===== config.mk =====
export PLATFORM = sky130hd
export DESIGN_NAME = seed_load_ctrl
export DESIGN_NICKNAME = d
export VERILOG_FILES = /design/src/rtl/seed_load_ctrl.sv
export SDC_FILE = /design/constraint.sdc
export NUM_CORES = 1
export LEC_CHECK = 0
export CAP_MARGIN = 15
export CORE_MARGIN = 2
export CORE_UTILIZATION = 25
export DETAILED_ROUTE_END_ITERATION = 10
export SLEW_MARGIN = 20
export SYNTH_ARGS = -nofsm -noshare
export SYNTH_HDL_FRONTEND = slang
export SYNTH_SLANG_ARGS = --single-unit
export TNS_END_PERCENT = 1

===== constraint.sdc =====
create_clock -name i_clk -period 4.42 [get_ports i_clk]
set_input_delay 1.105 -clock i_clk [delete_from_list [all_inputs] [get_ports i_clk]]
set_output_delay 1.105 -clock i_clk [all_outputs]
set_load 0.02 [all_outputs]

===== src/rtl/seed_load_ctrl.sv =====
// Seed/key load sequencer: arbitrates two 32-bit word sources into the seed FIFO,
// then launches AES-256 key expansion. Define SEED_LOAD_CTRL_RR_EN for round-robin ties.
module seed_load_ctrl #(
  parameter int WORDS   = 8,
  parameter int DATA_WH = 32,
  parameter int TIMEOUT = 255
) (
  input  logic               i_clk,
  input  logic               i_rst,
  input  logic [1:0]         i_req,
  input  logic [1:0]         i_valid,
  input  logic [DATA_WH-1:0] i_data0,
  input  logic [DATA_WH-1:0] i_data1,
  output logic [1:0]         o_ready,
  output logic [1:0]         o_grant,
  output logic               o_fifo_write,
  output logic [DATA_WH-1:0] o_fifo_data,
  output logic               o_fifo_resetn,
  input  logic               i_fifo_read,
  output logic               o_key_start,
  input  logic               i_key_done,
  output logic               o_busy,
  output logic               o_seed_loaded,
  output logic               o_abort
);

  localparam int TW = $clog2(TIMEOUT + 1);
  localparam int WW = (WORDS > 1) ? $clog2(WORDS) : 1;

  typedef enum logic [1:0] {S_IDLE, S_LOAD, S_WAIT_RD, S_EXPAND} state_t;

  state_t             r_state, w_next;
  logic [1:0]         r_grant, w_arb;
  logic [WW-1:0]      r_wcnt;
  logic [TW-1:0]      r_tcnt;
  logic               r_fifo_write, r_fifo_resetn, r_key_start, r_busy, r_seed_loaded, r_abort;
  logic [DATA_WH-1:0] r_fifo_data;
  logic               w_accept, w_tmo, w_last;

  assign o_ready  = (r_state == S_LOAD) ? r_grant : 2'b00;
  assign w_accept = |(i_valid & o_ready);
  // Abort is decided in the cycle the idle counter holds TIMEOUT and beats any word offered then.
  assign w_tmo    = (r_state == S_LOAD) && (r_tcnt == TW'(TIMEOUT));
  assign w_last   = w_accept && (r_wcnt == WW'(WORDS - 1));

`ifdef SEED_LOAD_CTRL_RR_EN
  logic r_ptr;  // preferred requester on a tie

  always_comb begin
    w_arb = 2'b00;
    case (i_req)
      2'b01:   w_arb = 2'b01;
      2'b10:   w_arb = 2'b10;
      2'b11:   w_arb = r_ptr ? 2'b10 : 2'b01;
      default: w_arb = 2'b00;
    endcase
  end

  always_ff @(posedge i_clk) begin
    if (i_rst)
      r_ptr <= 1'b0;
    else if (r_state == S_EXPAND && i_key_done)
      r_ptr <= r_grant[0];
  end
`else
  always_comb begin
    w_arb = 2'b00;
    if (i_req[0])      w_arb = 2'b01;
    else if (i_req[1]) w_arb = 2'b10;
  end
`endif

  always_comb begin
    w_next = r_state;
    case (r_state)
      S_IDLE:    if (|i_req) w_next = S_LOAD;
      S_LOAD:    if (w_tmo) w_next = S_IDLE;
                 else if (w_last) w_next = S_WAIT_RD;
      S_WAIT_RD: if (i_fifo_read) w_next = S_EXPAND;
      S_EXPAND:  if (i_key_done) w_next = S_IDLE;
      default:   w_next = S_IDLE;
    endcase
  end

  always_ff @(posedge i_clk) begin
    if (i_rst) begin
      r_state       <= S_IDLE;
      r_grant       <= 2'b00;
      r_wcnt        <= '0;
      r_tcnt        <= '0;
      r_fifo_write  <= 1'b0;
      r_fifo_data   <= '0;
      r_fifo_resetn <= 1'b0;
      r_key_start   <= 1'b0;
      r_busy        <= 1'b0;
      r_seed_loaded <= 1'b0;
      r_abort       <= 1'b0;
    end else begin
      r_state       <= w_next;
      r_busy        <= (w_next != S_IDLE);
      r_fifo_write  <= w_accept && !w_tmo;
      r_fifo_resetn <= !w_tmo;
      r_abort       <= w_tmo;
      r_key_start   <= (r_state == S_WAIT_RD) && i_fifo_read;
      r_seed_loaded <= (r_state == S_EXPAND) && i_key_done;
      if (w_accept && !w_tmo)
        r_fifo_data <= r_grant[1] ? i_data1 : i_data0;
      case (r_state)
        S_IDLE: if (|i_req) begin
          r_grant <= w_arb;
          r_wcnt  <= '0;
          r_tcnt  <= '0;
        end
        S_LOAD: begin
          if (w_tmo) begin
            r_grant <= 2'b00;
          end else if (w_accept) begin
            r_wcnt <= r_wcnt + WW'(1);
            r_tcnt <= '0;
          end else begin
            r_tcnt <= r_tcnt + TW'(1);
          end
        end
        S_EXPAND: if (i_key_done) r_grant <= 2'b00;
        default: ;
      endcase
    end
  end

  assign o_grant       = r_grant;
  assign o_fifo_write  = r_fifo_write;
  assign o_fifo_data   = r_fifo_data;
  assign o_fifo_resetn = r_fifo_resetn;
  assign o_key_start   = r_key_start;
  assign o_busy        = r_busy;
  assign o_seed_loaded = r_seed_loaded;
  assign o_abort       = r_abort;

endmodule


# Word level (Yosys, flattened, before mapping)
# Index checks and enable logic that the tools add are counted.
# word_totals
regBits,53
input_bits,72
word_cells,61
# classes
n_addsub,2
eq_ne,10
n_mux,22
n_bitwise,1
n_reduce_logical,15
# op_table
op,n
$mux W32,1
$mux W8,3
$mux W2,11
$pmux W8 S2,1
$ne A2 B2 Y1 const B,5
$mux W3,3
$add A8 B1 Y8 const B,1
$eq A8 B8 Y1 const B,1
$pmux W2 S4,1
$reduce_and A4 Y1,2
$pmux W2 S3,1
$pmux W3 S2,1
$logic_and A1 B1 Y1,5
$eq A2 B2 Y1 const B,2
$reduce_bool A2 Y1,2
$reduce_or A2 Y1,2
$add A3 B1 Y3 const B,1
$eq A3 B3 Y1 const B,1
$reduce_and A3 Y1,1
$reduce_bool A3 Y1,1
$and A2 B2 Y2,1
$eq A2 B1 Y1 const B,1
$logic_not A2 Y1,1
$logic_not A1 Y1,1

# Logic depth before layout (Yosys ltp)
# Gate-level depths: netlist of run 1.
# logic_depth
word_depth,9
mapped_depth,6
ltp_nobuf,5

# Worst setup path before layout of run 1
# No wires, ideal clock.
# synth_path
path_type,register -> output
startpoint,"register r_grant[1], in the netlist o_grant[1]"
endpoint,output o_ready[1]
arrival_ns,1.335
required_time_ns,3.315
path_slack_ns,1.980
path_stages_with_launch,4
path_buffers,2
path_cell_list,dfxtp_1 -> buf_4 -> buf_1 -> and2_1
# synth_between
elab_chain_len,1
# synth_rtl
element,line_no,rtl
"start, declared",33,"logic [1:0] r_grant, w_arb;"
"start signal, assigned",110,r_grant <= w_arb;
$mux W2,40,assign o_ready = (r_state == S_LOAD) ? r_grant : 2'b00;
"end, declared",14,"output logic [1:0] o_ready,"
# No other way between the ends.

# Final worst setup path of run 1
# layout_path
startpoint,register r_state[0]
endpoint,output o_ready[1]
# layout_between
elab_chain_len,2
# layout_rtl
element,line_no,rtl
"start, declared",32,"state_t r_state, w_next;"
"start signal, assigned",99,r_state <= w_next;
$eq A2 B1 Y1,40,
$mux W2,40,
# No other way between the ends.

==> run summary, run 1 <==
### Logic synthesis
• 260 — gate count after technology mapping
• 10.2 um^2 — Post-Synthesis Mean Instance Area
• 53 — register bit total from synthesis
• 0 — Yosys warning total
• 39.9% — register area share after synthesis
• 44 — Yosys cell types
• 335 — total nets after synthesis
• 2660 um^2 — area of the mapped netlist

### Route
• 4 — Pre-antenna DRT Iters
• 4.59 — detailed-route vias per instance
• 2299 — total number of vias
• 0 — count of nets left with antenna violations after detail routing
• 117 — DRC violation total after the first TritonRoute iteration
• 13.8 um — detailed-route wire length per cell
• 0 — drt drc
• 6.90 mm — wire length after detailed routing

### Die
• 37 — standard-cell row count
• 114 — IO Pins
• 10300 um^2 — area of the core region
• 107 um — die height
• 107 um — die width
• 11500 um^2 — area enclosed by the die boundary
• 25.7% — starting utilization of the core area

### Critical path
• 3.31 ns — endpoint required time on the critical path
• flip-flop — startpoint class of the critical path
• output port — kind of end point of the critical path
• 0.63 ns — maximum cell stage delay along the critical path
• reg -> out — critical path class
• nor2b_1, and2_1, clkdlybuf4s50_1 — chain of cells forming the critical path
• 12 — Max Fanout on Critical Path
• sky130_fd_sc_hd__clkdlybuf4s50_1 — crit path max-delay cell type
• 2.00 ns — arrival time at the worst endpoint

### Global routing
• 0 — total grt overflow
• 2222 — vias in the first global route
• 69 — largest net degree at the start of global routing
• 10.8 mm — first-pass GRT wire length
• 0 — number of antenna violations at the first check in global routing
• 11.7% — Total GRT Usage

### Timing
• 70.2% — final clock period utilization by the worst path
• 0 — Max Slew Vio Count
• 1.32 ns — least setup slack across all paths after layout
• 0.0106 ns — Post-Route Skew
• 0.818 ns — slew at the pin closest to its max-slew limit
• 0 ns — TNS Setup
• 0 — endpoints failing setup
• no — unrepaired setup endpoints after global routing
• 0.322 GHz — Fmax achieved
• 3.10 ns — clock period minus worst slack
• 0 — number of failing hold endpoints at the final stage
• 45.4% — relative max-transition margin

### Clock tree
• yes — clock tree from TritonCTS
• 0 — PostCTS Resize Cnt
• 0.31 ns — insertion delay of the later-clocked pin in the worst-skew pair
• 53 — CTS Sinks
• 2 — Clock H-tree levels
• 2 — Bufs on Longest Clock Path
• 0 — buffer count from post-CTS setup fixing
• 0 — hold-fix buffer count after cts
• 0.09 ns — Clock Pin Slew Worst Setup and Hold Paths
• 5 — total clock buffers created by CTS
• sky130_fd_sc_hd__clkbuf_8 — root buffer cell

### Placement
• 113 — IO Port Bufs
• 5.07 mm — detailed placement HPWL
• 0.786 — Final GP Congestion
• 3830 um^2 — dpl cell area
• 1.37 ns — worst setup slack before clock tree synthesis

### Cells and area
• 14.0% — fraction of final layout cells sized beyond drive strength 1
• 38.4% — final core occ
• 49.2% — Area Growth Syn to Fin
• 439 — Final #Nets
• 3960 um^2 — area of all placed cells without fillers
• 0 — total inserted antenna cells

### Power and ir drop
• 1.26 nW — leak pwr
• 1.12 mW — total power of the final layout
• 0.189 mV — Peak supply drop
• 283 nW/um^2 — power per standard cell area

### Run
• 0 — max-capacitance violation count

### Run status
• finished clean — outcome

### Min path
• reg -> reg — worst min path class

-- critical path, delay by kind of cell, from the launching register on --
kind / cells / cell delay, ns
AND/OR/NAND/NOR: 2 / 0.50
flip-flops: 1 / 0.56
buffers and inverters: 1 / 0.63
-- per-layer routing --
metal  part of all wire, %  GRT usage [%]  wire length (um)  vias to the layer above
met4                   1.1           3.99                75                        0
li1                      -              -                 -                     1160
met3                   7.7           3.28               533                        8
met2                    49           20.1              3350                       69
met1                    43           14.0              2940                     1062
met5                     0              0                 0                        -
-- path summary, 6_finish.rpt --
path / start / end / slack (ns) / cells after the start
max reg2reg: r_tcnt[0] / o_fifo_data[2] / 2.16 / 6
min: r_wcnt[2] / r_wcnt[2] / 0.49 / 2
max: r_state[0] / o_ready[1] / 1.32 / 3
min reg2reg: r_wcnt[2] / r_wcnt[2] / 0.49 / 2
-- cell usage in the layout, fill, tap and decap left out, types with 2 or more instances in the layout --
master                            Yosys  routed
sky130_fd_sc_hd__nand3b_1             3       3
sky130_fd_sc_hd__o32ai_1              3       3
sky130_fd_sc_hd__nand2_1              9       9
sky130_fd_sc_hd__ha_1                 3       3
sky130_fd_sc_hd__clkdlybuf4s50_1      0     112
sky130_fd_sc_hd__inv_1                4       4
sky130_fd_sc_hd__clkbuf_8             3       5
sky130_fd_sc_hd__nor3_1               2       2
sky130_fd_sc_hd__nor2b_1              4       4
sky130_fd_sc_hd__and2_1               2       2
sky130_fd_sc_hd__nand3_1              7       7
sky130_fd_sc_hd__mux2i_1             32      32
sky130_fd_sc_hd__nand4_1              3       3
sky130_fd_sc_hd__buf_4                2       3
sky130_fd_sc_hd__a21oi_1             16      16
sky130_fd_sc_hd__and4_1               2       2
sky130_fd_sc_hd__dfxtp_1             53      52
sky130_fd_sc_hd__o21ai_0              8       8
sky130_fd_sc_hd__a211oi_2            32      32
sky130_fd_sc_hd__nand2b_1             3       3
sky130_fd_sc_hd__nor2_1              33      33
sky130_fd_sc_hd__bufinv_16            0       2
sky130_fd_sc_hd__a211oi_1             2       2
sky130_fd_sc_hd__o31ai_1              2       2
-- flip-flops by register name, summed over array words and instances, names as in the netlist --
name and flops:
o_fifo_write 1, o_key_start 1, o_fifo_resetn 1, r_wcnt 3, o_grant 2, o_seed_loaded 1
r_tcnt 8, o_busy 1, o_fifo_data 32, r_state 2, o_abort 1
-- power breakdown --
part / switching [mW] / internal, mW
Sequential: 0.0119 / 0.494
Clock: 0.166 / 0.228
Combinational: 0.103 / 0.120
Total: 0.281 / 0.842
-- cell usage after synthesis (all sizes together) --
cell / n / area [um^2]
nand4b: 1 / 8.76
a22oi: 1 / 7.51
o21ai: 8 / 40.0
and3: 1 / 6.26
a211oi: 35 / 435
or2b: 1 / 7.51
and2: 2 / 12.5
nor2: 34 / 135
or3: 1 / 6.26
a21bo: 1 / 10.0
and4: 2 / 17.5
a311oi: 1 / 8.76
dfxtp: 53 / 1060
a311o: 1 / 10.0
nand2b: 4 / 27.5
nand3b: 3 / 22.5
nor3: 2 / 10.0
a21oi: 16 / 80.1
or2: 1 / 6.26
nand3: 7 / 35.0
nand4: 3 / 18.8
o32ai: 3 / 26.3
nand2: 9 / 33.8
clkbuf: 7 / 56.3
nor2b: 4 / 25.0
buf: 12 / 95.1
a22o: 1 / 8.76
o31ai: 2 / 15.0
nor4b: 1 / 8.76
nor4: 1 / 6.26
mux2i: 32 / 320
a31oi: 1 / 6.26
or4b: 1 / 10.0
o311ai: 1 / 26.3
inv: 4 / 15.0
ha: 3 / 37.5
-- area by class of cell --
class,instances,area (um^2)
clock buffers,5,68.8
clock inverters,3,68.8
fillers,1030,6360
inverters,4,15.0
multi-input cells,184,1430
flip-flops and latches,53,1060
well taps,136,170
repair buffers,116,1150
-- through the flow --
| step | hold WS [ns] | cells |
|---|---|---|
| floorplan | 0.457 | 260 |
| detailed placement | 0.474 | 493 |
| global route | 0.523 | 501 |
| finish | 0.490 | 501 |
| CTS | 0.489 | 501 |
| global placement | 0.464 | 493 |
-- logic make-up (layout without fill, tap and decap cells) --
group / after synthesis / count (layout) / share of synthesized area [%]
buf+inv: 23 / 128 / 6.26
mux: 32 / 32 / 12.1
flops: 53 / 53 / 39.9
compound gates: 71 / 71 / 25.4
fa+ha+maj: 3 / 3 / 1.41
simple gates: 78 / 78 / 15.0
Power figures use the tool's default switching activity.
==> inputs of run 2 (changes only) <==
Clock period 4.42 ns to 3.1 ns, I/O delays scaled along.
==> run 2 against run 1 <==
Setup slack worse by 1.0 ns. Critical path depth unchanged. Die area unchanged. Utilization about the same. Flip-flop and latch count unchanged. Non-clock buffer count unchanged. Largest power group unchanged.
==> run summary, run 2 (same netlist as run 1, synthesis figures left out) <==
### Power and ir drop
• 1.26 nW — leak pwr, -0.67%
• 1.53 mW — total power of the final layout, +36%
• 387 nW/um^2 — power per standard cell area, +37%
• 0.234 mV — Peak supply drop, +24%

### Die
• 114 — IO Pins, unchanged
• 37 — standard-cell row count, unchanged
• 25.7% — starting utilization of the core area, unchanged
• 11500 um^2 — area enclosed by the die boundary, unchanged
• 107 um — die height, unchanged
• 107 um — die width, unchanged
• 10300 um^2 — area of the core region, unchanged

### Timing
• 90.3% — final clock period utilization by the worst path
• 0.753 ns — slew at the pin closest to its max-slew limit, -0.0651 ns
• 0.300 ns — least setup slack across all paths after layout, -1.02 ns
• 0 — Max Slew Vio Count, unchanged
• 0.492 ns — Post-Route Hold Slack, +0.00191 ns
• 0 — number of failing hold endpoints at the final stage, unchanged
• 49.8% — relative max-transition margin, +4.3 points
• 2.80 ns — clock period minus worst slack
• 0 — endpoints failing setup, unchanged
• no — unrepaired setup endpoints after global routing
• 0.0116 ns — Post-Route Skew, +0.000929 ns
• 0.357 GHz — Fmax achieved
• 0 ns — TNS Setup, unchanged

### Clock tree
• 0 — PostCTS Resize Cnt, unchanged
• 2 — Bufs on Longest Clock Path, unchanged
• 0 — buffer count from post-CTS setup fixing, unchanged
• sky130_fd_sc_hd__clkbuf_8 — root buffer cell
• yes — clock tree from TritonCTS
• 0 — hold-fix buffer count after cts, unchanged
• 2 — Clock H-tree levels, unchanged
• 0.30 ns — insertion delay of the later-clocked pin in the worst-skew pair, about the same
• 0.10 ns — Clock Pin Slew Worst Setup and Hold Paths, about the same
• 53 — CTS Sinks, unchanged
• 5 — total clock buffers created by CTS, unchanged

### Route
• 13.7 um — detailed-route wire length per cell, -0.70%
• 4.52 — detailed-route vias per instance, -1.5%
• 2265 — total number of vias, -1.5%
• 6.85 mm — wire length after detailed routing, -0.70%
• 0 — drt drc, unchanged
• 4 — Pre-antenna DRT Iters, unchanged
• 65 — DRC violation total after the first TritonRoute iteration, -44%
• 0 — count of nets left with antenna violations after detail routing, unchanged

### Critical path
• 12 — Max Fanout on Critical Path, unchanged
• output port — kind of end point of the critical path
• 2.32 ns — endpoint required time on the critical path, -0.99 ns
• nor2b_1, and2_1, clkdlybuf4s50_1 — chain of cells forming the critical path
• sky130_fd_sc_hd__clkdlybuf4s50_1 — crit path max-delay cell type
• flip-flop — startpoint class of the critical path
• r_tcnt[0] — Crit Reg-Reg Startpoint
• 2.03 ns — arrival time at the worst endpoint, +0.03 ns
• r_state[0] — Critical path origin
• buffers and inverters — crit-path leading delay family
• 0.62 ns — maximum cell stage delay along the critical path, about the same
• 1 — Buf/Inv on CP, unchanged
• reg -> out — critical path class

### Placement
• 5.05 mm — detailed placement HPWL, -0.48%
• 113 — IO Port Bufs, unchanged
• 0.651 ns — worst setup slack before clock tree synthesis, -0.721 ns
• 3840 um^2 — dpl cell area, +0.33%
• 0.824 — Final GP Congestion, +4.8%

### Cells and area
• 49.0% — Area Growth Syn to Fin
• 0 — total inserted antenna cells, unchanged
• 14.0% — fraction of final layout cells sized beyond drive strength 1, unchanged
• sky130_fd_sc_hd__clkdlybuf4s50_1 (112), sky130_fd_sc_hd__dfxtp_1 (52), sky130_fd_sc_hd__nor2_1 (33) — leading cell types in the layout, fill and taps excluded
• 3960 um^2 — area of all placed cells without fillers, -0.13%
• 439 — Final #Nets, unchanged
• 32 — number of flip-flops under the largest register name, unchanged
• sky130_fd_sc_hd__clkdlybuf4s50_1 — most common cell after layout, fill and taps aside

### Global routing
• 0 — total grt overflow, unchanged
• 2152 — vias in the first global route, -3.2%
• 10.5 mm — first-pass GRT wire length, -2.3%
• 69 — largest net degree at the start of global routing, unchanged
• 0 — number of antenna violations at the first check in global routing, unchanged
• 11.3% — Total GRT Usage, -0.40 points

### Run status
• finished clean — outcome

### Min path
• reg -> reg — worst min path class
• r_wcnt[1] — min-delay src

### Run
• 0 — max-capacitance violation count, unchanged

[run 2: layer usage]
metal | routed length (um) | part of all wire, % | global-route usage [%] | vias up
li1 | - | - | - | 1162
met1 | 3090 | 45 | 14.1 | 1037
met2 | 3230 | 47 | 19.3 | 62
met3 | 484 | 7.1 | 3.22 | 4
met4 | 46 | 0.67 | 2.78 | 0
met5 | 0 | 0 | 0 | -
[run 2: worst register-to-register path: cells and delay by family (launching register included)]
kind | cells | cell delay, ns
AO/OA/AOI/OAI | 2 | 0.50
adder cells (fa/ha/maj) | 1 | 0.27
buffers and inverters | 1 | 0.34
flip-flops | 1 | 0.39
AND/OR/NAND/NOR | 2 | 0.41
[run 2: final timing paths]
kind              cells after the start  slack [ns]              to
hold reg to reg                       2        0.49       r_wcnt[1]
setup / recovery                      3        0.30      o_ready[1]
setup reg to reg                      6        1.10  o_fifo_data[7]
hold / removal                        2        0.49       r_wcnt[1]
[run 2: cell type report]
cell class | instances | area [um^2]
Clock buffer | 6 | 82.6
Clock inverter | 2 | 37.5
Fill cell | 1014 | 6360
Inverter | 4 | 15.0
Multi-Input combinational cell | 184 | 1430
Sequential cell | 53 | 1060
Tap cell | 136 | 170
Timing Repair Buffer | 116 | 1160
[run 2: where the power goes]
part | total [mW] | leakage (nW) | switching, mW | internal [mW]
logic | 0.318 | 0.768 | 0.147 | 0.171
clock network | 0.493 | 0.0574 | 0.230 | 0.263
registers | 0.722 | 0.430 | 0.0171 | 0.705
total | 1.53 | 1.26 | 0.394 | 1.14
[run 2: per-stage QoR]
step | util [%] | instances
after floorplan | - | 260
after CTS | 38.3 | 501
after detailed placement | 37.2 | 493
after global routing | 38.3 | 501
after global placement | 37.2 | 493
final | 38.3 | 501
==> inputs of run 3 (changes only) <==
Settings changed: PLACE_DENSITY_LB_ADDON set to 0.05.
==> run 3 against run 2 <==
Clock-buffer cell count is 1 higher. Combinational power hardly changed. Utilization hardly changed. Flip-flop and latch count stayed put. Via count is 0.31% lower. Largest power group unchanged.
==> run summary, run 3 (same netlist as run 1, synthesis figures left out) <==
### Run status
• finished clean — outcome

### Clock tree
• 0.30 ns — insertion delay of the later-clocked pin in the worst-skew pair, about the same
• 0 — hold-fix buffer count after cts, unchanged
• 2 — Clock H-tree levels, unchanged
• 5 — total clock buffers created by CTS, unchanged
• 0 — PostCTS Resize Cnt, unchanged
• 53 — CTS Sinks, unchanged
• yes — clock tree from TritonCTS
• 2 — Bufs on Longest Clock Path, unchanged
• sky130_fd_sc_hd__clkbuf_8 — root buffer cell
• 0.09 ns — Clock Pin Slew Worst Setup and Hold Paths, about the same
• 0 — buffer count from post-CTS setup fixing, unchanged

### Global routing
• 20.2% — met2 capacity usage during global routing, +0.90 points
• met2 — grt peak-use layer
• 3.28% — met3 capacity usage during global routing, +0.061 points
• 11.2 mm — first-pass GRT wire length, +6.4%
• 0 — number of antenna violations at the first check in global routing, unchanged
• 2143 — vias in the first global route, -0.42%
• 12.2% — Total GRT Usage, +0.89 points
• 69 — largest net degree at the start of global routing, unchanged
• 0 — total grt overflow, unchanged
• 15.9% — global routing usage on met1, +1.8 points

### Cells and area
• 32 — number of flip-flops under the largest register name, unchanged
• 1060 um^2 — sequential cell area, unchanged
• 1430 um^2 — multi-input combinational cell area, unchanged
• 1046 — count of fill cells added during filler insertion, +3.2%
• 14.4% — fraction of final layout cells sized beyond drive strength 1, +0.47 points
• 48.8% — Area Growth Syn to Fin, about the same
• 503 — Non-Filler Instances, +0.40%
• 0 — total inserted antenna cells, unchanged
• sky130_fd_sc_hd__clkdlybuf4s50_1 — most common cell after layout, fill and taps aside
• sky130_fd_sc_hd__clkdlybuf4s50_1 (112), sky130_fd_sc_hd__dfxtp_1 (52), sky130_fd_sc_hd__nor2_1 (33) — leading cell types in the layout, fill and taps excluded
• 441 — Final #Nets, +0.46%

### Die
• 107 um — die height, unchanged
• 25.7% — starting utilization of the core area, unchanged
• 11500 um^2 — area enclosed by the die boundary, unchanged
• 107 um — die width, unchanged
• 37 — standard-cell row count, unchanged
• 114 — IO Pins, unchanged
• 10300 um^2 — area of the core region, unchanged

### Timing
• 0.487 ns — Post-Route Hold Slack, -0.00448 ns
• 0 — endpoints failing setup, unchanged
• 0.491 ns — slew at the pin closest to its max-slew limit, -0.262 ns
• 0.362 GHz — Fmax achieved, +1.5%
• 89.0% — final clock period utilization by the worst path, -1.3 points
• 0 ns — TNS Setup, unchanged
• 0 — number of failing hold endpoints at the final stage, unchanged
• 0 — Max Slew Vio Count, unchanged
• 2.76 ns — clock period minus worst slack, -0.0410 ns
• 67.2% — relative max-transition margin, +17 points
• no — unrepaired setup endpoints after global routing
• 0.00552 ns — Post-Route Skew, -0.00604 ns

### Route
• 78 — DRC violation total after the first TritonRoute iteration, +20%
• 0 — drt drc, unchanged
• 2258 — total number of vias, -0.31%
• 6 — Pre-antenna DRT Iters, +2
• 4.49 — detailed-route vias per instance, -0.71%
• 7.15 mm — wire length after detailed routing, +4.5%
• 0 — count of nets left with antenna violations after detail routing, unchanged
• 14.2 um — detailed-route wire length per cell, +4.0%

### Min path
• reg -> reg — worst min path class
• 2 — instance count along the most critical hold path, unchanged

### Placement
• 5.31 mm — detailed placement HPWL, +5.2%
• 495 — placed cells, +0.41%
• 113 — IO Port Bufs, unchanged
• 0.726 — Final GP Congestion, -12%

### Run
• 0 — max-capacitance violation count, unchanged

### Critical path
• 2.32 ns — endpoint required time on the critical path, about the same
• output port — kind of end point of the critical path
• reg -> out — critical path class
• 6 — R2R cell count, unchanged
• 1.98 ns — arrival time at the worst endpoint, -0.05 ns
• 12 — Max Fanout on Critical Path, unchanged
• flip-flop — startpoint class of the critical path

### Power and ir drop
• 0.154 mV — Peak supply drop, -34%
• 1.47 mW — total power of the final layout, -4.2%
• 371 nW/um^2 — power per standard cell area, -4.1%
• 1.26 nW — leak pwr, +0.56%

## run 3: cell types whose count changed in the layout (fill, tap and decap cells not counted), sizes merged
| cell | previous run | this run |
|---|---|---|
| buf | 4 | 6 |
| clkinvlp | 1 | 0 |
| clkinv | 0 | 1 |
| clkbuf | 6 | 7 |
| bufinv | 1 | 0 |
## run 3: area by class of cell
type | instances | share of cell area [%]
clock buffer | 7 | 2.44
clock inverter | 1 | 0.127
inverter | 4 | 0.380
multi-input combinational | 184 | 36.2
sequential | 53 | 26.9
tap | 136 | 4.30
timing repair buffer | 118 | 29.7
## run 3: critical path, cell delays in order, from the launching register on
cell and delay (ns):
sky130_fd_sc_hd__dfxtp_1 0.55, sky130_fd_sc_hd__nor2b_1 0.34, sky130_fd_sc_hd__and2_1 0.19, sky130_fd_sc_hd__clkdlybuf4s50_1 0.60
## run 3: path summary, 6_finish.rpt
check | from | to | slack (ns)
max | r_state[0] | o_ready[0] | 0.34
min | r_wcnt[2] | r_wcnt[2] | 0.49
min reg2reg | r_wcnt[2] | r_wcnt[2] | 0.49
max reg2reg | r_tcnt[0] | o_fifo_data[19] | 1.11
## run 3: through the flow
stage	worst slack [ns]	util, %	area, um^2
6_report	0.341	38.3	3960
5_1_grt	0.195	38.3	3960
4_1_cts	0.330	38.3	3960
3_5_place_dp	0.680	37.3	3850
3_3_place_gp	0.723	37.3	3850
2_1_floorplan	0.990	-	2660
## run 3: where the power goes
group | internal [mW] | switching, mW | total (mW)
logic | 0.173 | 0.148 | 0.321
registers | 0.705 | 0.0171 | 0.722
clock network | 0.202 | 0.223 | 0.426
total | 1.08 | 0.389 | 1.47
## run 3: per-layer routing
layer	vias to the layer above	share of wire, %	wire, um
met2	70	46	3300
met3	5	8.3	592
met5	-	0	0
li1	1163	-	-
met1	1020	45	3200
met4	0	0.82	59
